`config.mk`:
```
export PLATFORM = sky130hd
export DESIGN_NAME = dcache_ctrl
export DESIGN_NICKNAME = d
export VERILOG_FILES = /design/src/rtl/dcache_ctrl.sv
export SDC_FILE = /design/constraint.sdc
export NUM_CORES = 1
export LEC_CHECK = 0
export CAP_MARGIN = 20
export CORE_UTILIZATION = 55
export CTS_CLUSTER_DIAMETER = 120
export DETAILED_ROUTE_END_ITERATION = 6
export PLACE_DENSITY = 0.74
export SYNTH_ARGS = -nofsm -noshare
export SYNTH_HDL_FRONTEND = slang
export SYNTH_SLANG_ARGS = --single-unit
```
`constraint.sdc`:
```
create_clock -name clk -period 7.6 [get_ports clk]
set_clock_uncertainty 0.1 [all_clocks]
set_input_delay 1.14 -clock clk [delete_from_list [all_inputs] [get_ports clk]]
set_output_delay 1.14 -clock clk [all_outputs]
set_load 0.05 [all_outputs]
```
`src/rtl/dcache_ctrl.sv`:
```
// Direct-mapped, write-through, no-write-allocate data cache controller.
// One-word lines; stalls the pipeline through hit=0 while main memory is busy.
module dcache_ctrl #(
    parameter int LINES = 16
) (
    input  logic        clk,
    input  logic        rst,
    input  logic        cpu_read,
    input  logic        cpu_write,
    input  logic [31:0] cpu_addr,
    input  logic [31:0] cpu_wdata,
    output logic [31:0] cpu_rdata,
    output logic        hit,
    output logic        mem_req,
    output logic        mem_we,
    output logic [31:0] mem_addr,
    output logic [31:0] mem_wdata,
    input  logic        mem_ready,
    input  logic [31:0] mem_rdata,
    output logic [15:0] miss_cnt
);

    localparam int IDX_W = $clog2(LINES);
    localparam int TAG_W = 30 - IDX_W;

    typedef enum logic [1:0] {
        IDLE  = 2'd0,
        RMISS = 2'd1,
        WRITE = 2'd2,
        DONE  = 2'd3
    } state_t;

    state_t state, state_nxt;

    logic [IDX_W-1:0] idx;
    logic [TAG_W-1:0] tag;
    logic             line_hit;
    logic             fill;
    logic             upd;
    logic             count_miss;

    logic [LINES-1:0] valid;
    logic [TAG_W-1:0] tag_mem  [LINES];
    logic [31:0]      data_mem [LINES];

    assign idx       = cpu_addr[IDX_W+1:2];
    assign tag       = cpu_addr[31:IDX_W+2];
    assign line_hit  = valid[idx] && (tag_mem[idx] == tag);

    // The indexed line is always presented, so rdata never depends on control state.
    assign cpu_rdata = data_mem[idx];
    assign mem_addr  = cpu_addr & ~32'h3;
    assign mem_wdata = cpu_wdata;

    // NOTE: every output of this block gets a default first so no path infers a latch.
    always_comb begin
        state_nxt  = state;
        hit        = 1'b1;
        mem_req    = 1'b0;
        mem_we     = 1'b0;
        fill       = 1'b0;
        upd        = 1'b0;
        count_miss = 1'b0;
        case (state)
            IDLE: begin
                if (cpu_write) begin
                    hit       = 1'b0;
                    state_nxt = WRITE;
                end else if (cpu_read && !line_hit) begin
                    hit        = 1'b0;
                    count_miss = 1'b1;
                    state_nxt  = RMISS;
                end
            end
            RMISS: begin
                hit     = 1'b0;
                mem_req = 1'b1;
                if (mem_ready) begin
                    fill      = 1'b1;
                    state_nxt = DONE;
                end
            end
            WRITE: begin
                hit     = 1'b0;
                mem_req = 1'b1;
                mem_we  = 1'b1;
                if (mem_ready) begin
                    // No allocation: only a line already holding this address is refreshed.
                    upd       = line_hit;
                    state_nxt = DONE;
                end
            end
            DONE:    state_nxt = IDLE;
            default: state_nxt = IDLE;
        endcase
    end

    // NOTE: state registers use non-blocking assignments so all flops update together.
    always_ff @(posedge clk or posedge rst) begin
        if (rst) begin
            state    <= IDLE;
            valid    <= '0;
            miss_cnt <= '0;
        end else begin
            state <= state_nxt;
            if (fill)
                valid[idx] <= 1'b1;
            if (count_miss)
                miss_cnt <= miss_cnt + 16'd1;
        end
    end

    // NOTE: tag/data arrays are not reset; the valid bits alone gate their use.
    always_ff @(posedge clk) begin
        if (fill) begin
            tag_mem[idx]  <= tag;
            data_mem[idx] <= mem_rdata;
        end else if (upd) begin
            data_mem[idx] <= cpu_wdata;
        end
    end

endmodule

```
=== Word-level counts from Yosys, hierarchy flattened ===
Memory sizes are Yosys's and may differ from the RTL's.
Cells that the tools add are included.
Widths: inputs -> output; s select.

* Register bits: 34
* Bits in writable memories: 928
* Input bits: 101
* Output and inout port bits: 115
* Logic and storage cells: 49
* Memories: 2

{| class="wikitable"
|+ Memory list
! memory !! depth !! width !! rd ports !! clocked after memory_dff !! wr ports !! line !! source
|-
| data_mem || 16 || 32 || 1 || 0 || 1 || 44 || <nowiki>logic [31:0] data_mem [LINES];</nowiki>
|-
| tag_mem || 16 || 26 || 1 || 0 || 1 || 43 || <nowiki>logic [TAG_W-1:0] tag_mem [LINES];</nowiki>
|}

* Add/sub/neg operators: 1
* Order comparisons: 2
* Eq/ne operators: 6
* Mux-type cells: 26
* Bitwise gates (word level): 2
* Reductions and logical operators: 7

{| class="wikitable"
|+ Operators by type and width
! kind !! count
|-
| $mux 32 || 1
|-
| $eq 26x26->1 || 1
|-
| $mux 1 || 18
|-
| $add 16x1->16 const B || 1
|-
| $or 16x16->16 || 1
|-
| $mux 2 || 3
|-
| $pmux 2 s3 || 1
|-
| $lt 4x5->1 const B || 1
|-
| $bmux 1 s4 || 1
|-
| $demux 1 s4 || 1
|-
| $eq 2x2->1 const B || 2
|-
| $ge 4x1->1 const B || 1
|-
| $logic_and 1x1->1 || 3
|-
| $ne 3x3->1 const B || 1
|-
| $eq 2x1->1 const B || 1
|-
| $logic_not 2->1 || 1
|-
| $ne 2x1->1 const B || 1
|-
| $pmux 1 s2 || 1
|-
| $reduce_and 2->1 || 1
|-
| $reduce_or 2->1 || 1
|-
| $logic_not 1->1 || 1
|-
| $or 1x1->1 || 1
|}

=== Logic depth before layout (Yosys ltp) ===
* Word-level depth: 9
* Gate-level depth with buffers: 15
* Depth with buffers taken out: 9

=== Least setup slack after synthesis ===
No wires, ideal clock.

* Path kind: in2reg
* From: input port cpu_addr[3]
* To: memory data_mem[11][0] (enable)
* Library setup time: 513 ps
* Arrival time: 6809 ps
* Data required time: 6987 ps
* Slack: 178 ps
* Stages: 12
* Path buffers: 4
* Cells stage by stage: buf_4 buf_6 buf_6 mux4_2 mux2i_1 o22ai_1 o41ai_1 o2111ai_1 nor3_2 a21oi_1 buf_2 nor4b_1

* Cells in the longest elaborated chain, start to end: 9
* Elaborated cells on any way between the ends: 11
* Classes of those cells: 1 x eq/ne; 7 x mux; 1 x bitwise; 1 x reduce/logical; 1 x memory

{| class="wikitable"
|+ Ends and longest elaborated chain
! item !! line !! source
|-
| start, declared || 10 || <nowiki>input logic [31:0] cpu_addr,</nowiki>
|-
| $mem_v2 16x26 or $bmux 1 s4 (tied branches) || - ||
|-
| $eq 26x26->1 or $mux 1 (tied branches) || 48 || <nowiki>assign line_hit = valid[idx] && (tag_mem[idx] == tag);</nowiki>
|-
| $logic_and 1x1->1 || 48 ||
|-
| $mux 1 || 87 || <nowiki>if (mem_ready) begin</nowiki>
|-
| $mux 1 || 64 || <nowiki>case (state)</nowiki>
|-
| $mux 1 || 118 || <nowiki>end else if (upd) begin</nowiki>
|-
| $mux 1 || 115 || <nowiki>if (fill) begin</nowiki>
|-
| $mux 1 (not written as such) || 119 || <nowiki>data_mem[idx] <= cpu_wdata;</nowiki>
|-
| $or 1x1->1 (no line) || - ||
|-
| end, declared || 44 ||
|}

Several ways; a longest one is shown, not always the timed one. The select of a mux whose other input is x is not followed.

=== Worst setup path after layout ===
* From: input port cpu_addr[3]
* To: output port hit

* Cells in the longest elaborated chain, start to end: 8
* Elaborated cells on any way between the ends: 10
* Classes of those cells: 1 x eq/ne; 5 x mux; 3 x reduce/logical; 1 x memory

{| class="wikitable"
|+ Ends and longest elaborated chain
! item !! line !! source
|-
| $mem_v2 16x26 or $bmux 1 s4 (tied branches) || - ||
|-
| $eq 26x26->1 or $mux 1 (tied branches) || 48 ||
|-
| $logic_and 1x1->1 (*) || 48 ||
|-
| $logic_not 1->1 (*) || 69 || <nowiki>end else if (cpu_read && !line_hit) begin</nowiki>
|-
| $logic_and 1x1->1 (*) || 69 ||
|-
| $mux 1 (*) || 69 ||
|-
| $mux 1 (*) || 66 || <nowiki>if (cpu_write) begin</nowiki>
|-
| $pmux 1 s2 (*) || 64 ||
|-
| end, declared || 13 || <nowiki>output logic hit,</nowiki>
|}

Mark *: on every way between the ends. The rest lies on a longest branch, timed or not. The select of a mux whose other input is x is not followed.

==> results.yml <==
sta:
  grt_setup_unrepaired: "false"
  report.final.slew_viol_count: 0
  fin_crit_ps: 6842
  setup_slack_ps: 757.8
  final_min_period_over_clock_period_pct: 90.03
  totalNegativeSetupSlack_ps: 0
  final-setup-viol-count: 0
  timing.slew.headroom_pct: 23.47
  hold_viol_final: 0
  worstMarginPinSlew_ps: 1148
  fmaxAchievable_ghz: 0.1462
placement:
  gp_routability_congestion: 0.8051
  place.port_buffers: 211
  postPlaceCellArea_um2: 41680
  place.detailed.instances: 2849
  hpwl_um: 45320
  worst_slack_after_detailed_placement_ps: 799.3
clock_network:
  h-tree-depth: 3
  cts_resized: 0
  post-cts-setup-buffer-count: 0
  clock_path_buffers: 3
  insertion_delay_ps: 660
  cts.root.buffer_cell: "clkbuf_16"
  hold_buffers: 0
  cts_sink_count: 962
  tritoncts.num_buffers: 94
  clk_pin_slew_ps: 60
  clock_tree_from_tritoncts: "yes"
drt:
  routedWlPerCell_um: 27.90
  drt_first_pass_iters: 5
  detail_route.vias_per_cell: 6.153
  routed-via-count: 18610
  routed_wirelength_um: 84360
  drtIter0Drc: 2089
  route.detailed.drc: 0
  final_antenna_net_count: 0
synthesis:
  synth.lib_cells_used.distinct: 60
  synthAdderAreaFrac_pct: 0.1629
  netlist_area_before_placement_um2: 38410
  muxShareOfSynthArea_pct: 17.59
  synth_area_per_cell_um2: 21.58
  number_of_warnings_issued_by_yosys: 0
  ys_ff_latch: 962
  complex_gate_fraction_of_the_synthesized_area_pct: 1.564
  synth-async-reset-ratio_pct: 3.534
  yosysSeqAreaShare_pct: 74.77
  synth_xor_area_share_pct: 1.026
  syn-instance-count: 1780
  synth_flop_cell: "edfxtp_1"
  synth_enable_flop_cells: 928
  post_synth_and_or_nand_nor_area_fraction_pct: 2.241
  synth_top_family_by_area: "multiplexers"
run_status:
  run_status: "completed"
worst_setup_path:
  rrSetupSlack_ps: 2990
  crit-reg2reg-capture: "data_mem[14][21]"
  crit_required_ps: 6360
  timing.critical_path.arrival_ps: 5600
  reg2reg_depth: 9
  worst-path-max-fanout: 55
  reg2reg_from: "tag_mem[10][17]"
  worst-setup-path-type: "in2out"
  worstSetupStartpointType: "input port"
  critical_path.endpoint_type: "output pin"
min_path:
  hold_depth: 1
  whs_endpoint: "valid[14]"
  hold_path.class: "reg2reg"
  hold_crit_start: "valid[14]"
pwr:
  internal_power_w: 0.009085
  share_seq_of_total_power_pct: 50.8
  static_leakage_nw: 14.52
  clockPowerShare_pct: 39.3
  combPwrFrac_pct: 9.9
  net-switching-power_w: 0.002730
  powerDensity_nw_per_um2: 263.9
  vdd_ir_drop_max_mv: 0.2467
  sw_frac_of_total_pct: 23.11
global_routing:
  grt_max_degree: 80
  grt_antenna_before_repair: 0
  via_count_of_the_first_global_routing_pass: 19510
  grt_overflow: 0
  grt.total_usage_pct: 24.31
  grt_first_pass_wirelength_um: 124700
floorplanning:
  dieArea_um2: 70890
  num_rows: 96
  chipWidth_um: 266.3
  die_y_um: 266.3
  io_pins: 216
  starting_density_pct: 55.80
  core_area_um2: 68830
layout:
  finish.net_count: 2120
  stdcell_count: 3024
  finalInstanceArea_um2: 44770
  antenna_cells_inserted: 0
  proportion_of_layout_cells_with_a_drive_suffix_above_1_pct: 26.42
  multi_input_gate_area_um2: 8975
  layout-area-overhead-vs-synth_pct: 16.56
  regArea_um2: 28720
  num-fill-cells: 4403
run:
  timing.max_cap.violations: 0
==> through the flow <==
stage | total power, W | hold WS [ps] | util, %
2_1_floorplan | 0.006868 | 333.7 | -
3_3_place_gp | 0.007244 | 346.2 | 60.41
3_5_place_dp | 0.007288 | 358.2 | 60.55
4_1_cts | 0.01189 | 371.6 | 65.05
5_1_grt | 0.01214 | 387.6 | 65.05
6_report | 0.01182 | 373.1 | 65.05
==> how the worst max path moves through the flow <==
stage / startpoint / end
after floorplan: cpu_addr[3] / data_mem[11][0]
after global placement: cpu_addr[2] / hit
after detailed placement: cpu_addr[3] / hit
after CTS: cpu_addr[3] / hit
after global routing: cpu_addr[2] / hit
final: cpu_addr[3] / hit
==> worst max-delay path, stage by stage <==
cell	delay, ps
buf_8	430
buf_4	350
buf_4	200
mux4_2	310
mux2i_1	170
mux2i_1	110
xor2_1	230
a2111oi_2	310
o2111ai_1	320
or3_1	760
a21oi_1	240
o21bai_1	120
clkdlybuf4s50_1	850
==> sequential cells by signal (all words and copies together) (netlist names) <==
name      cells
data_mem    512
miss_cnt     16
state         2
tag_mem     416
valid        16
==> power by group through the flow <==
stage | logic [W] | clock network [W] | registers, W
after floorplan | 0.000736 | 0 | 0.00613
after global placement | 0.00115 | 0 | 0.00610
after detailed placement | 0.00118 | 0 | 0.00611
after CTS | 0.00118 | 0.00471 | 0.00600
after global routing | 0.00124 | 0.00490 | 0.00601
final | 0.00117 | 0.00464 | 0.00600
==> cell usage in the layout (no fill, tap or decap), drive strengths merged, types with 9 or more instances in the layout <==
master and count:
nand3 17, inv 17, nand2 24, o22ai 9
nor3 10, nor2 32, dfrtp 34, edfxtp 928
mux2i 81, clkdlybuf4s50 207, buf 80, nor2b 9
a22oi 12, or2 17, mux2 42, and3 9
mux4 243, xor2 15, o21ai 11, clkbuf 114
clkinv 41, bufinv 11, xnor2 30, nand4 16
==> metal layers <==
layer / vias up / global-route usage, % / share of wire [%]
met3: 156 / 3.438 / 6.9
met2: 829 / 41.34 / 51
met4: 0 / 7.782 / 2.8
met5: - / 0 / 0
met1: 9790 / 32.71 / 39
li1: 7831 / - / -
==> area by class of cell <==
| class | count | share of cell area, % |
|---|---|---|
| sequential | 962 | 64.15 |
| tap | 931 | 2.602 |
| multi-input combinational | 655 | 20.05 |
| clock inverter | 61 | 1.439 |
| timing repair buffer | 287 | 6.171 |
| inverter | 14 | 0.1230 |
| clock buffer | 114 | 5.470 |
==> synthesized netlist by cell type (3+ instances only) <==
cell type | number | share of area (%)
edfxtp_1 | 928 | 73
mux4_2 | 243 | 14
mux2i_1 | 81 | 2.1
buf_4 | 74 | 1.4
mux2_2 | 39 | 1.1
dfrtp_1 | 34 | 2.2
nor2_1 | 31 | 0.30
clkbuf_1 | 30 | 0.29
xnor2_1 | 30 | 0.68
nand2_1 | 24 | 0.23
buf_1 | 17 | 0.17
nand3_1 | 17 | 0.22
or2_2 | 17 | 0.28
buf_2 | 16 | 0.21
nand4_1 | 16 | 0.26
xor2_1 | 15 | 0.34
inv_1 | 14 | 0.14
buf_6 | 13 | 0.38
a22oi_1 | 12 | 0.23
o21ai_0 | 10 | 0.13
and3_1 | 9 | 0.15
nor2b_1 | 9 | 0.15
nor3_1 | 9 | 0.12
o22ai_1 | 9 | 0.15
a221oi_1 | 8 | 0.18
a22o_1 | 6 | 0.14
nand2b_1 | 6 | 0.098
nor4bb_1 | 6 | 0.16
ha_1 | 5 | 0.16
a211oi_1 | 4 | 0.078
a21oi_1 | 4 | 0.052
o2111ai_1 | 4 | 0.091
mux2_1 | 3 | 0.088
nor4b_1 | 3 | 0.068
==> kinds of logic after synthesis <==
kind of cell | after synthesis
fa+ha+maj | 5
flops | 962
compound gates | 80
xor+xnor | 45
simple gates | 157
other cells | 1
buf+inv | 164
mux | 366
Power figures use the tool's default switching activity.
